==> src/rtl/io_input_unit.sv <==
// io_input_unit: operator switch input for the IN instruction (write-data select 3'b000).
// Stalls the core until the enter button is pressed, then returns sign-extended switches.
//
// Ports:
//   clk, rst_n  : system clock, asynchronous active-low reset
//   in_req      : IN instruction pending (level, held until io_ready)
//   sw          : raw switches, sw[0] is the sign bit
//   btn_enter   : raw, bouncing, asynchronous enter button
//   data_out    : latched sign-extended switch value, bit 0 is the MSB
//   io_ready    : one-cycle pulse, data_out is written this cycle
//   stall       : request pending and nothing captured yet
//   wait_led    : waiting for the operator to press enter
module io_input_unit #(
    parameter int SW_WIDTH        = 16,
    parameter int DEBOUNCE_CYCLES = 500000
) (
    input  logic              clk,
    input  logic              rst_n,
    input  logic              in_req,
    input  logic [0:SW_WIDTH-1] sw,
    input  logic              btn_enter,
    output logic [0:31]       data_out,
    output logic              io_ready,
    output logic              stall,
    output logic              wait_led
);

    localparam int CW = (DEBOUNCE_CYCLES > 1) ? $clog2(DEBOUNCE_CYCLES) : 1;
    localparam logic [CW-1:0] CNT_MAX = CW'(DEBOUNCE_CYCLES - 1);

    typedef enum logic [1:0] {
        IDLE,
        WAIT_PRESS,
        DONE,
        WAIT_RELEASE
    } state_t;

    state_t        state;
    logic          sync1;
    logic          sync2;
    logic          deb;
    logic          rise;
    logic [CW-1:0] cnt;
    logic [0:31]   sw_ext;

    generate
        if (SW_WIDTH == 32) begin : g_noext
            assign sw_ext = sw;
        end else begin : g_ext
            assign sw_ext = {{(32 - SW_WIDTH){sw[0]}}, sw};
        end
    endgenerate

    always_ff @(posedge clk or negedge rst_n) begin
        if (!rst_n) begin
            sync1 <= 1'b0;
            sync2 <= 1'b0;
        end else begin
            sync1 <= btn_enter;
            sync2 <= sync1;
        end
    end

    // Level only moves after DEBOUNCE_CYCLES consecutive differing samples;
    // the rise pulse is produced on the same edge the level goes high.
    always_ff @(posedge clk or negedge rst_n) begin
        if (!rst_n) begin
            deb  <= 1'b0;
            rise <= 1'b0;
            cnt  <= '0;
        end else begin
            rise <= 1'b0;
            if (sync2 == deb) begin
                cnt <= '0;
            end else if (cnt == CNT_MAX) begin
                deb  <= sync2;
                rise <= sync2;
                cnt  <= '0;
            end else begin
                cnt <= cnt + CW'(1);
            end
        end
    end

    always_ff @(posedge clk or negedge rst_n) begin
        if (!rst_n) begin
            state    <= IDLE;
            data_out <= '0;
            io_ready <= 1'b0;
            wait_led <= 1'b0;
        end else begin
            io_ready <= 1'b0;
            unique case (state)
                IDLE: begin
                    if (in_req) begin
                        state    <= WAIT_PRESS;
                        wait_led <= 1'b1;
                    end
                end
                WAIT_PRESS: begin
                    if (rise) begin
                        data_out <= sw_ext;
                        io_ready <= 1'b1;
                        wait_led <= 1'b0;
                        state    <= DONE;
                    end else if (!in_req) begin
                        wait_led <= 1'b0;
                        state    <= IDLE;
                    end
                end
                DONE: begin
                    state <= WAIT_RELEASE;
                end
                WAIT_RELEASE: begin
                    // A held button must be released before the next request
                    // can be served, so a back-to-back IN cannot reuse it.
                    if (!deb && !in_req) begin
                        state <= IDLE;
                    end
                end
                default: begin
                    state    <= IDLE;
                    wait_led <= 1'b0;
                end
            endcase
        end
    end

    assign stall = in_req && (state != DONE);

endmodule
==> config.mk <==
export PLATFORM = sky130hd
export DESIGN_NAME = io_input_unit
export DESIGN_NICKNAME = d
export VERILOG_FILES = /design/src/rtl/io_input_unit.sv
export SDC_FILE = /design/constraint.sdc
export NUM_CORES = 1
export LEC_CHECK = 0
export BUFFER_PORTS_ARGS = -buffer_cell sky130_fd_sc_hd__clkbuf_2
export CORE_MARGIN = 4
export CORE_UTILIZATION = 25
export DETAILED_ROUTE_END_ITERATION = 6
export GPL_TIMING_DRIVEN = 0
export PLACE_DENSITY = 0.49
export SETUP_SLACK_MARGIN = 0.4
export SYNTH_ARGS = -nofsm -noshare
export SYNTH_HDL_FRONTEND = slang
export SYNTH_SLANG_ARGS = --single-unit
==> constraint.sdc <==
create_clock -name clk -period 2.7 [get_ports clk]
set_clock_uncertainty 0.15 [all_clocks]
set_input_delay 0.54 -clock clk [delete_from_list [all_inputs] [get_ports clk]]
set_output_delay 0.54 -clock clk [all_outputs]
set_load 0.01 [all_outputs]
==> results.sh, run 1 <==
export IMPL_stdcell_count=336
export IMPL_ys_async_sr_fraction_pct=100
export IMPL_slew_headroom_pct=30.2
export IMPL_start_util_pct=25.8
export IMPL_cts_tree="yes"
export IMPL_die_width_um=97.6
export IMPL_wl_per_cell_um=11.5
export IMPL_seq_area_um2=1080
export IMPL_vias_per_cell=4.22
export IMPL_drv_slew=0
export IMPL_avgSynthCellArea_um2=11.6
export IMPL_ys_seq_area_share_pct=53.6
export IMPL_nNetsFinal=255
export IMPL_antenna_found_initial=0
export IMPL_ys_types=35
export IMPL_fin_crit_sh_pct=79.4
export IMPL_place_inst=329
export IMPL_layout_common_cells="clkbuf_2 (54), dfrtp_1 (43), buf_4 (17), nor2_1 (17), mux2_2 (16)"
export IMPL_path_clk_slew_ns=0.08
export IMPL_setup_viol=0
export IMPL_crit_type="flip-flop to flip-flop"
export IMPL_grt_pass1_vias=1404
export IMPL_drtAntennaViolNets=0
export IMPL_area_growth_pct=24.2
export IMPL_synth_edf_count=0
export IMPL_cts_hold_buf=0
export IMPL_grt_usage_pct=8.54
export IMPL_ys_seq_elements=43
export IMPL_crit_chain="nor4_1, nand2_1, o41ai_4, buf_4, nor2_1"
export IMPL_cts_root_buffer="clkbuf_8"
export IMPL_hpwl_um=2850
export IMPL_postCtsSetupBuffers=0
export IMPL_placed_area_um2=2400
export IMPL_clockBufferDepth=2
export IMPL_initialDrtViolationCount=57
export IMPL_start_kind="flip-flop"
export IMPL_slowest_delay_ns=0.66
export IMPL_reg2reg_depth=5
export IMPL_clkSinkCount=43
export IMPL_dieArea_um2=9520
export IMPL_die_height_um=97.6
export IMPL_hp_class="flip-flop to flip-flop"
export IMPL_leakage_uw=0.00114
export IMPL_ioPinCount=55
export IMPL_worstHoldPathCells=0
export IMPL_run_status="finished clean"
export IMPL_numCtsBuffers=5
export IMPL_overflow=0
export IMPL_firstDrtPassIters=4
export IMPL_synth_cells=173
export IMPL_vdd_ir_drop_max_uv=256
export IMPL_std_cell_rows=32
export IMPL_grt_max_degree=44
export IMPL_crit_slowest_cell="o41ai_4"
export IMPL_fillers=822
export IMPL_synth_fp_nets=194
export IMPL_yosysWarningCount=0
export IMPL_wl_um=3860
export IMPL_num_antenna_cells=0
export IMPL_htree_levels=2
export IMPL_fin_area_um2=2490
export IMPL_portBuffers=54
export IMPL_core_region_area_um2=7770
export IMPL_vias=1417
export IMPL_p_per_area_nw_per_um2=482
export IMPL_final_common_cell="clkbuf_2"
export IMPL_cp_num_cells=5
export IMPL_globalplace_congestion=0.716
export IMPL_fin_setup_tns_ns=0
export IMPL_rsz0062_at_grt="false"
export IMPL_grt_pass1_wl_um=6720
export IMPL_drive_gt1_share_pct=45.7
export IMPL_synthesis_area_um2=2010
export IMPL_cp_max_fo=10
export IMPL_drv_cap=0
export IMPL_final_hold_violation_count=0
export IMPL_synth_main_ff_cell="dfrtp_1"
export IMPL_end_kind="flip-flop"
export IMPL_max_freq_mhz=466
export IMPL_utilization_pct=32.1
export IMPL_critPathArrivalTime_ns=2.17
export IMPL_clock_latency_ns=0.29
export IMPL_crit_family="compound AO/OA/AOI/OAI gates"
export IMPL_critPathRequiredTime_ns=2.73
export IMPL_drc=0
export IMPL_multi_input_area_um2=779
export IMPL_tightestPinTransition_ns=1.05
export IMPL_worst_path_buf_inv=1
export IMPL_cts_resized=0
export IMPL_period_minus_slack_ns=2.14
## final timing paths
| path | start | end | slack (ns) |
|---|---|---|---|
| hold / removal | sync1 | sync2 | 0.20 |
| setup / recovery | cnt[12] | cnt[7] | 0.56 |
| min in group asynchronous | rst_n | cnt[5] | 0.28 |
| hold reg to reg | sync1 | sync2 | 0.20 |
| max in group asynchronous | rst_n | wait_led | 1.48 |
| setup reg to reg | cnt[12] | cnt[7] | 0.56 |
## routing by layer
layer  global-route usage (%)  wire [µm]  vias to the layer above
li1                         -          -                      701
met1                     10.7       1700                      674
met2                     13.8       1860                       37
met3                     2.08        219                        5
met4                     4.15         81                        0
met5                        0          0                        -
## power breakdown
part           switching (µW)  leakage (µW)  internal [µW]
Sequential               16.5      0.000552            664
Combinational            56.4      0.000541           58.9
Clock                     205     0.0000470            201
Total                     278       0.00114            923
## Yosys cell counts (2+ instances only)
cell type   n  share of area, %
or2_2       2              0.62
nand3_2     2               1.0
a21oi_1     6               1.5
nor2_1     17               3.2
or4_4       2               1.1
xor2_1      2              0.87
nand4_1     2              0.62
xnor2_1    12               5.2
nor3_1      3              0.75
dfrtp_1    43                54
nand3_1     7               1.7
o21ai_0     4               1.0
mux2_2     16               9.0
buf_4      17               6.4
nand2_1    10               1.9
nor4_1      5               1.6
inv_1       5              0.94
## final cells by class
| type | count | share of cell area [%] |
|---|---|---|
| Sequential cell | 43 | 43.2 |
| Multi-Input combinational cell | 107 | 31.3 |
| Timing Repair Buffer | 54 | 10.8 |
| Buffer | 18 | 5.27 |
| Tap cell | 102 | 5.12 |
| Clock buffer | 6 | 3.31 |
| Inverter | 5 | 0.753 |
| Clock inverter | 1 | 0.201 |
## kinds of logic (layout without fill, tap and decap cells)
| family | Yosys count | count (layout) | share of synthesized area, % |
|---|---|---|---|
| xor+xnor | 14 | 14 | 6.11 |
| simple gates | 60 | 60 | 16.9 |
| compound gates | 15 | 15 | 5.49 |
| flops | 43 | 43 | 53.6 |
| mux | 17 | 17 | 9.73 |
| fa+ha+maj | 1 | 1 | 0.624 |
| buf+inv | 23 | 84 | 7.49 |
## state kept, by name, summed over array words and instances (netlist names), named ones only
name      count
cnt          19
data_out     16
deb           1
io_ready      1
rise          1
state         1
sync1         1
sync2         1
wait_led      1
## stage by stage
stage / hold WS, ns / worst slack, ns / total power, µW
finish: 0.202 / 0.556 / 1200
global route: 0.214 / 0.406 / 1260
CTS: 0.205 / 0.469 / 1220
detailed placement: 0.187 / 0.483 / 812
global placement: 0.184 / 0.513 / 810
floorplan: 0.0944 / 0.776 / 749
(Power assumes the default switching activity.)
==> run 2: changes to the inputs <==
--- a/config.mk
+++ b/config.mk
@@ -5,12 +5,13 @@
 export SDC_FILE = /design/constraint.sdc
 export NUM_CORES = 1
 export LEC_CHECK = 0
+export ABC_AREA = 1
 export BUFFER_PORTS_ARGS = -buffer_cell sky130_fd_sc_hd__clkbuf_2
 export CORE_MARGIN = 4
 export CORE_UTILIZATION = 25
 export DETAILED_ROUTE_END_ITERATION = 6
 export GPL_TIMING_DRIVEN = 0
-export PLACE_DENSITY = 0.49
+export PLACE_DENSITY = 0.5
 export SETUP_SLACK_MARGIN = 0.4
 export SYNTH_ARGS = -nofsm -noshare
 export SYNTH_HDL_FRONTEND = slang
==> constraint.sdc (replaced) <==
create_clock -name clk -period 1.9 [get_ports clk]
set_clock_uncertainty 0.15 [all_clocks]
set_input_delay 0.38 -clock clk [delete_from_list [all_inputs] [get_ports clk]]
set_output_delay 0.38 -clock clk [all_outputs]
set_load 0.01 [all_outputs]
==> results.sh, run 2 <==
export IMPL_yosysWarningCount=0
export IMPL_start_util_pct=25.6
export IMPL_antenna_found_initial=0
export IMPL_final_common_cell="nand2_1"
export IMPL_tightestPinTransition_ns=1.07
export IMPL_multi_input_area_um2=1030
export IMPL_hp_class="input port to flip-flop"
export IMPL_std_cell_rows=34
export IMPL_fin_setup_tns_ns=0
export IMPL_synth_fp_nets=310
export IMPL_synth_top_area_share_pct=48.1
export IMPL_seq_area_um2=1090
export IMPL_top_register="cnt"
export IMPL_initialDrtViolationCount=100
export IMPL_run_status="finished clean"
export IMPL_max_freq_mhz=615
export IMPL_synth_cells=289
export IMPL_die_height_um=103
export IMPL_critPathRequiredTime_ns=1.37
export IMPL_period_minus_slack_ns=1.63
export IMPL_clockBufferDepth=2
export IMPL_overflow=0
export IMPL_firstDrtPassIters=4
export IMPL_dieArea_um2=10500
export IMPL_largest_reg_flops=19
export IMPL_drive_gt1_share_pct=39.0
export IMPL_p_per_area_nw_per_um2=603
export IMPL_die_width_um=103
export IMPL_cts_root_buffer="clkbuf_8"
export IMPL_grt_max_degree=44
export IMPL_numCtsBuffers=5
export IMPL_yosys_cell_count_top_type="nand2_1"
export IMPL_synth_common_cells="nand2_1 (86), nor2_1 (49), dfrtp_1 (43)"
export IMPL_ys_types=26
export IMPL_synth_main_ff_cell="dfrtp_1"
export IMPL_slew_headroom_pct=28.6
export IMPL_crit_type="flip-flop to output port"
export IMPL_synth_area_leaders="dfrtp_1 (48%), nand2_1 (14%), nor2_1 (8.2%)"
export IMPL_fin_crit_sh_pct=85.5
export IMPL_cts_hold_buf=0
export IMPL_drtAntennaViolNets=0
export IMPL_core_region_area_um2=8720
export IMPL_place_ws_ns=0.249
export IMPL_num_antenna_cells=0
export IMPL_cp_max_fo=9
export IMPL_reg_top3="cnt: 19 flops, data_out: 16 flops"
export IMPL_drv_cap=0
export IMPL_htree_levels=2
export IMPL_setup_viol=0
export IMPL_portBuffers=54
export IMPL_wl_per_cell_um=11.6
export IMPL_rsz0062_at_grt="true"
export IMPL_nNetsFinal=384
export IMPL_globalplace_congestion=0.883
export IMPL_path_clk_slew_ns=0.09
export IMPL_end_kind="output port"
export IMPL_grt_pass1_vias=1892
export IMPL_clkSinkCount=43
export IMPL_ys_seq_elements=43
export IMPL_placed_area_um2=2640
export IMPL_avgSynthCellArea_um2=7.74
export IMPL_cts_tree="yes"
export IMPL_clock_latency_ns=0.30
export IMPL_start_kind="flip-flop"
export IMPL_vias=1980
export IMPL_vdd_ir_drop_max_uv=327
export IMPL_ys_seq_area_share_pct=48.1
export IMPL_vias_per_cell=4.19
export IMPL_layout_common_cells="nand2_1 (84), clkbuf_2 (53), nor2_1 (39)"
export IMPL_grt_usage_pct=10.7
export IMPL_ys_async_sr_fraction_pct=100
export IMPL_fin_ws_ns=0.275
export IMPL_leakage_uw=0.00140
export IMPL_drc=0
export IMPL_synthesis_area_um2=2240
export IMPL_ioPinCount=55
export IMPL_critPathArrivalTime_ns=1.10
export IMPL_synth_area_leader_cell="dfrtp_1"
export IMPL_hpwl_um=3870
export IMPL_grt_pass1_wl_um=8900
export IMPL_area_growth_pct=33.7
export IMPL_synth_edf_count=0
export IMPL_fin_area_um2=2990
export IMPL_wl_um=5490
export IMPL_drv_slew=0
export IMPL_final_hold_violation_count=0
export IMPL_fillers=914
## run 2: through the flow
stage	instances	utilization, %	power (µW)	hold slack, ns
after floorplan	289	-	1070	-0.0656
after global placement	451	30.3	1140	0.186
after detailed placement	451	30.3	1140	0.196
after CTS	469	32.8	1800	0.0280
after global routing	472	34.3	1900	0.0214
final	472	34.3	1800	0.0369
## run 2: final timing paths
path / startpoint / to / slack (ns) / cells past startpoint
setup / recovery: data_out[16] / data_out[15] / 0.27 / 3
hold / removal: btn_enter / sync1 / 0.04 / 1
setup reg to reg: cnt[0] / cnt[17] / 0.44 / 8
hold reg to reg: sync1 / sync2 / 0.21 / 0
max in group asynchronous: rst_n / asynchronous set/reset pin / 0.76 / 1
min in group asynchronous: rst_n / cnt[1] / 0.12 / 1
## run 2: area by class of cell
type | instances | share of cell area (%)
Tap cell | 108 | 4.52
Clock inverter | 2 | 0.419
Inverter | 32 | 4.10
Sequential cell | 43 | 36.4
Multi-Input combinational cell | 195 | 34.6
Buffer | 19 | 4.94
Timing Repair Buffer | 67 | 12.6
Clock buffer | 6 | 2.43
## run 2: per-layer routing
layer | track usage (%) | wire (µm) | vias to the layer above
met3 | 2.23 | 221 | 9
met4 | 4.24 | 135 | 0
li1 | - | - | 1017
met1 | 13.4 | 2390 | 910
met2 | 18.2 | 2740 | 44
met5 | 0 | 0 | -
## run 2: cell families after synthesis
family          after synthesis  share of synthesized area [%]
compound gates               11                           2.74
xor+xnor                      7                           3.08
simple gates                176                           33.7
fa+ha+maj                     1                          0.560
buf+inv                      51                           11.8
flops                        43                           48.1
## run 2: critical path: stages, from the launching register on
cell and delay, ns:
dfrtp_2 0.42, buf_6 0.14, buf_4 0.12, clkbuf_2 0.12
## run 2: timing repair
action	in CTS	in global routing
resized for setup	21	31
buffers inserted	10	3
endpoints found under the setup margin	31	46
pin swaps	5	3
## run 2: power breakdown
part,total (µW),switching (µW),internal (µW)
sequential,973,24.5,949
combinational,243,129,114
clock,585,327,257
==> run 3: changes to the inputs <==
--- a/config.mk
+++ b/config.mk
@@ -5,13 +5,13 @@
 export SDC_FILE = /design/constraint.sdc
 export NUM_CORES = 1
 export LEC_CHECK = 0
-export ABC_AREA = 1
+export ABC_AREA = 0
 export BUFFER_PORTS_ARGS = -buffer_cell sky130_fd_sc_hd__clkbuf_2
 export CORE_MARGIN = 4
 export CORE_UTILIZATION = 25
 export DETAILED_ROUTE_END_ITERATION = 6
 export GPL_TIMING_DRIVEN = 0
-export PLACE_DENSITY = 0.5
+export PLACE_DENSITY = 0.51
 export SETUP_SLACK_MARGIN = 0.4
 export SYNTH_ARGS = -nofsm -noshare
 export SYNTH_HDL_FRONTEND = slang
==> results.sh, run 3 (synthesis gave the netlist of run 1 again) <==
export IMPL_leakage_uw=0.00137
export IMPL_firstDrtPassIters=4
export IMPL_path_clk_slew_ns=0.08
export IMPL_start_kind="flip-flop"
export IMPL_grt_max_degree=44
export IMPL_layout_common_cells="buf_6 (42), clkbuf_2 (36), dfrtp_1 (31)"
export IMPL_drive_gt1_share_pct=65.1
export IMPL_numCtsBuffers=5
export IMPL_hpwl_um=2830
export IMPL_final_common_cell="buf_6"
export IMPL_grt_pass1_vias=1594
export IMPL_final_hold_violation_count=0
export IMPL_grt_usage_pct=9.81
export IMPL_place_ws_ns=-0.119
export IMPL_vias=1572
export IMPL_portBuffers=54
export IMPL_fin_crit_sh_pct=98.0
export IMPL_setup_viol=0
export IMPL_fin_area_um2=3140
export IMPL_run_status="finished clean"
export IMPL_start_util_pct=25.8
export IMPL_fin_setup_tns_ns=0
export IMPL_cp_max_fo=3
export IMPL_p_per_area_nw_per_um2=569
export IMPL_dieArea_um2=9520
export IMPL_cts_tree="yes"
export IMPL_m1WireLength_um=2010
export IMPL_num_antenna_cells=0
export IMPL_clkSinkCount=43
export IMPL_cts_root_buffer="clkbuf_8"
export IMPL_grt_pass1_wl_um=7690
export IMPL_area_growth_pct=56.6
export IMPL_wl_um=4800
export IMPL_tightestPinTransition_ns=1.06
export IMPL_drv_cap=0
export IMPL_critPathArrivalTime_ns=1.89
export IMPL_max_freq_mhz=537
export IMPL_std_cell_rows=32
export IMPL_drc=0
export IMPL_drv_slew=0
export IMPL_top_register="cnt"
export IMPL_initialDrtViolationCount=70
export IMPL_antenna_found_initial=0
export IMPL_clock_latency_ns=0.29
export IMPL_placed_area_um2=2440
export IMPL_wl_per_cell_um=12.8
export IMPL_period_minus_slack_ns=1.86
export IMPL_nNetsFinal=292
export IMPL_rsz0062_at_grt="true"
export IMPL_crit_type="flip-flop to flip-flop"
export IMPL_critPathRequiredTime_ns=1.93
export IMPL_largest_reg_flops=19
export IMPL_utilization_pct=40.4
export IMPL_end_kind="flip-flop"
export IMPL_slew_headroom_pct=29.6
export IMPL_reg_top3="cnt: 19 flops, data_out: 16 flops"
export IMPL_die_height_um=97.6
export IMPL_top_layer="met4"
export IMPL_hp_class="input port to flip-flop"
export IMPL_wl_met2_um=2510
export IMPL_htree_levels=2
export IMPL_cts_hold_buf=0
export IMPL_die_width_um=97.6
export IMPL_vias_per_cell=4.20
export IMPL_fin_ws_ns=0.0387
export IMPL_drtAntennaViolNets=0
export IMPL_ioPinCount=55
export IMPL_vdd_ir_drop_max_uv=285
export IMPL_power_total_uw=1790
export IMPL_clockBufferDepth=2
export IMPL_core_region_area_um2=7770
export IMPL_overflow=0
export IMPL_wl_met3_um=209
export IMPL_globalplace_congestion=0.748
-- run 3: cell types whose count changed in the layout (fill, tap and decap cells not counted), moves of 4 or more --
cell	previous run	this run
nor2_4	9	3
buf_6	4	42
inv_2	5	1
clkbuf_2	53	36
mux2_2	0	16
nand2_4	5	0
nand2_1	84	8
inv_1	26	4
xnor2_1	1	12
nand3_1	15	5
nor2_1	39	11
-- run 3: layout make-up --
type / count / area, µm²
plain buffers: 18 / 205
repair buffers: 91 / 684
fillers: 766 / 4630
flip-flops and latches: 43 / 1090
well taps: 102 / 128
multi-input cells: 107 / 930
clock buffers: 6 / 72.6
inverters: 5 / 18.8
clock inverters: 2 / 12.5
-- run 3: timing repair --
| item | in CTS | in global routing |
|---|---|---|
| gates cloned | 1 | 1 |
| endpoints found under the hold margin | 0 | 0 |
| pin swaps | 7 | 11 |
| setup buffers | 22 | 13 |
| gates resized for setup | 25 | 75 |
| setup endpoints to repair | 46 | 38 |
-- run 3: per-layer routing --
metal / up-vias / global-route usage (%)
li1: 772 / -
met1: 752 / 11.5
met2: 41 / 17.2
met3: 7 / 2.23
met4: 0 / 3.94
met5: - / 0
-- run 3: power breakdown --
part | switching, µW | internal [µW] | total, µW
clock network | 317 | 257 | 574
logic | 107 | 141 | 248
registers | 21.6 | 944 | 965
-- run 3: path summary, 6_finish.rpt --
kind | start | endpoint | slack, ns | cells after the start
max in group asynchronous | rst_n | cnt[0] | 0.76 | 1
hold / removal | btn_enter | sync1 | 0.05 | 1
hold reg to reg | sync1 | sync2 | 0.20 | 0
setup / recovery | cnt[6] | deb | 0.04 | 4
min in group asynchronous | rst_n | cnt[10] | 0.11 | 1
setup reg to reg | cnt[6] | deb | 0.04 | 4
-- run 3: critical path, stage by stage, from the launching register on --
cell,delay [ns]
dfrtp_2,0.46
nor4b_4,0.27
nand2_2,0.10
or4_4,0.45
mux2_4,0.31
-- run 3: through the flow --
step                cells  hold slack [ns]
floorplan             173          -0.0656
global placement      329            0.186
detailed placement    329            0.189
CTS                   360           0.0425
global route          374           0.0384
finish                374           0.0498
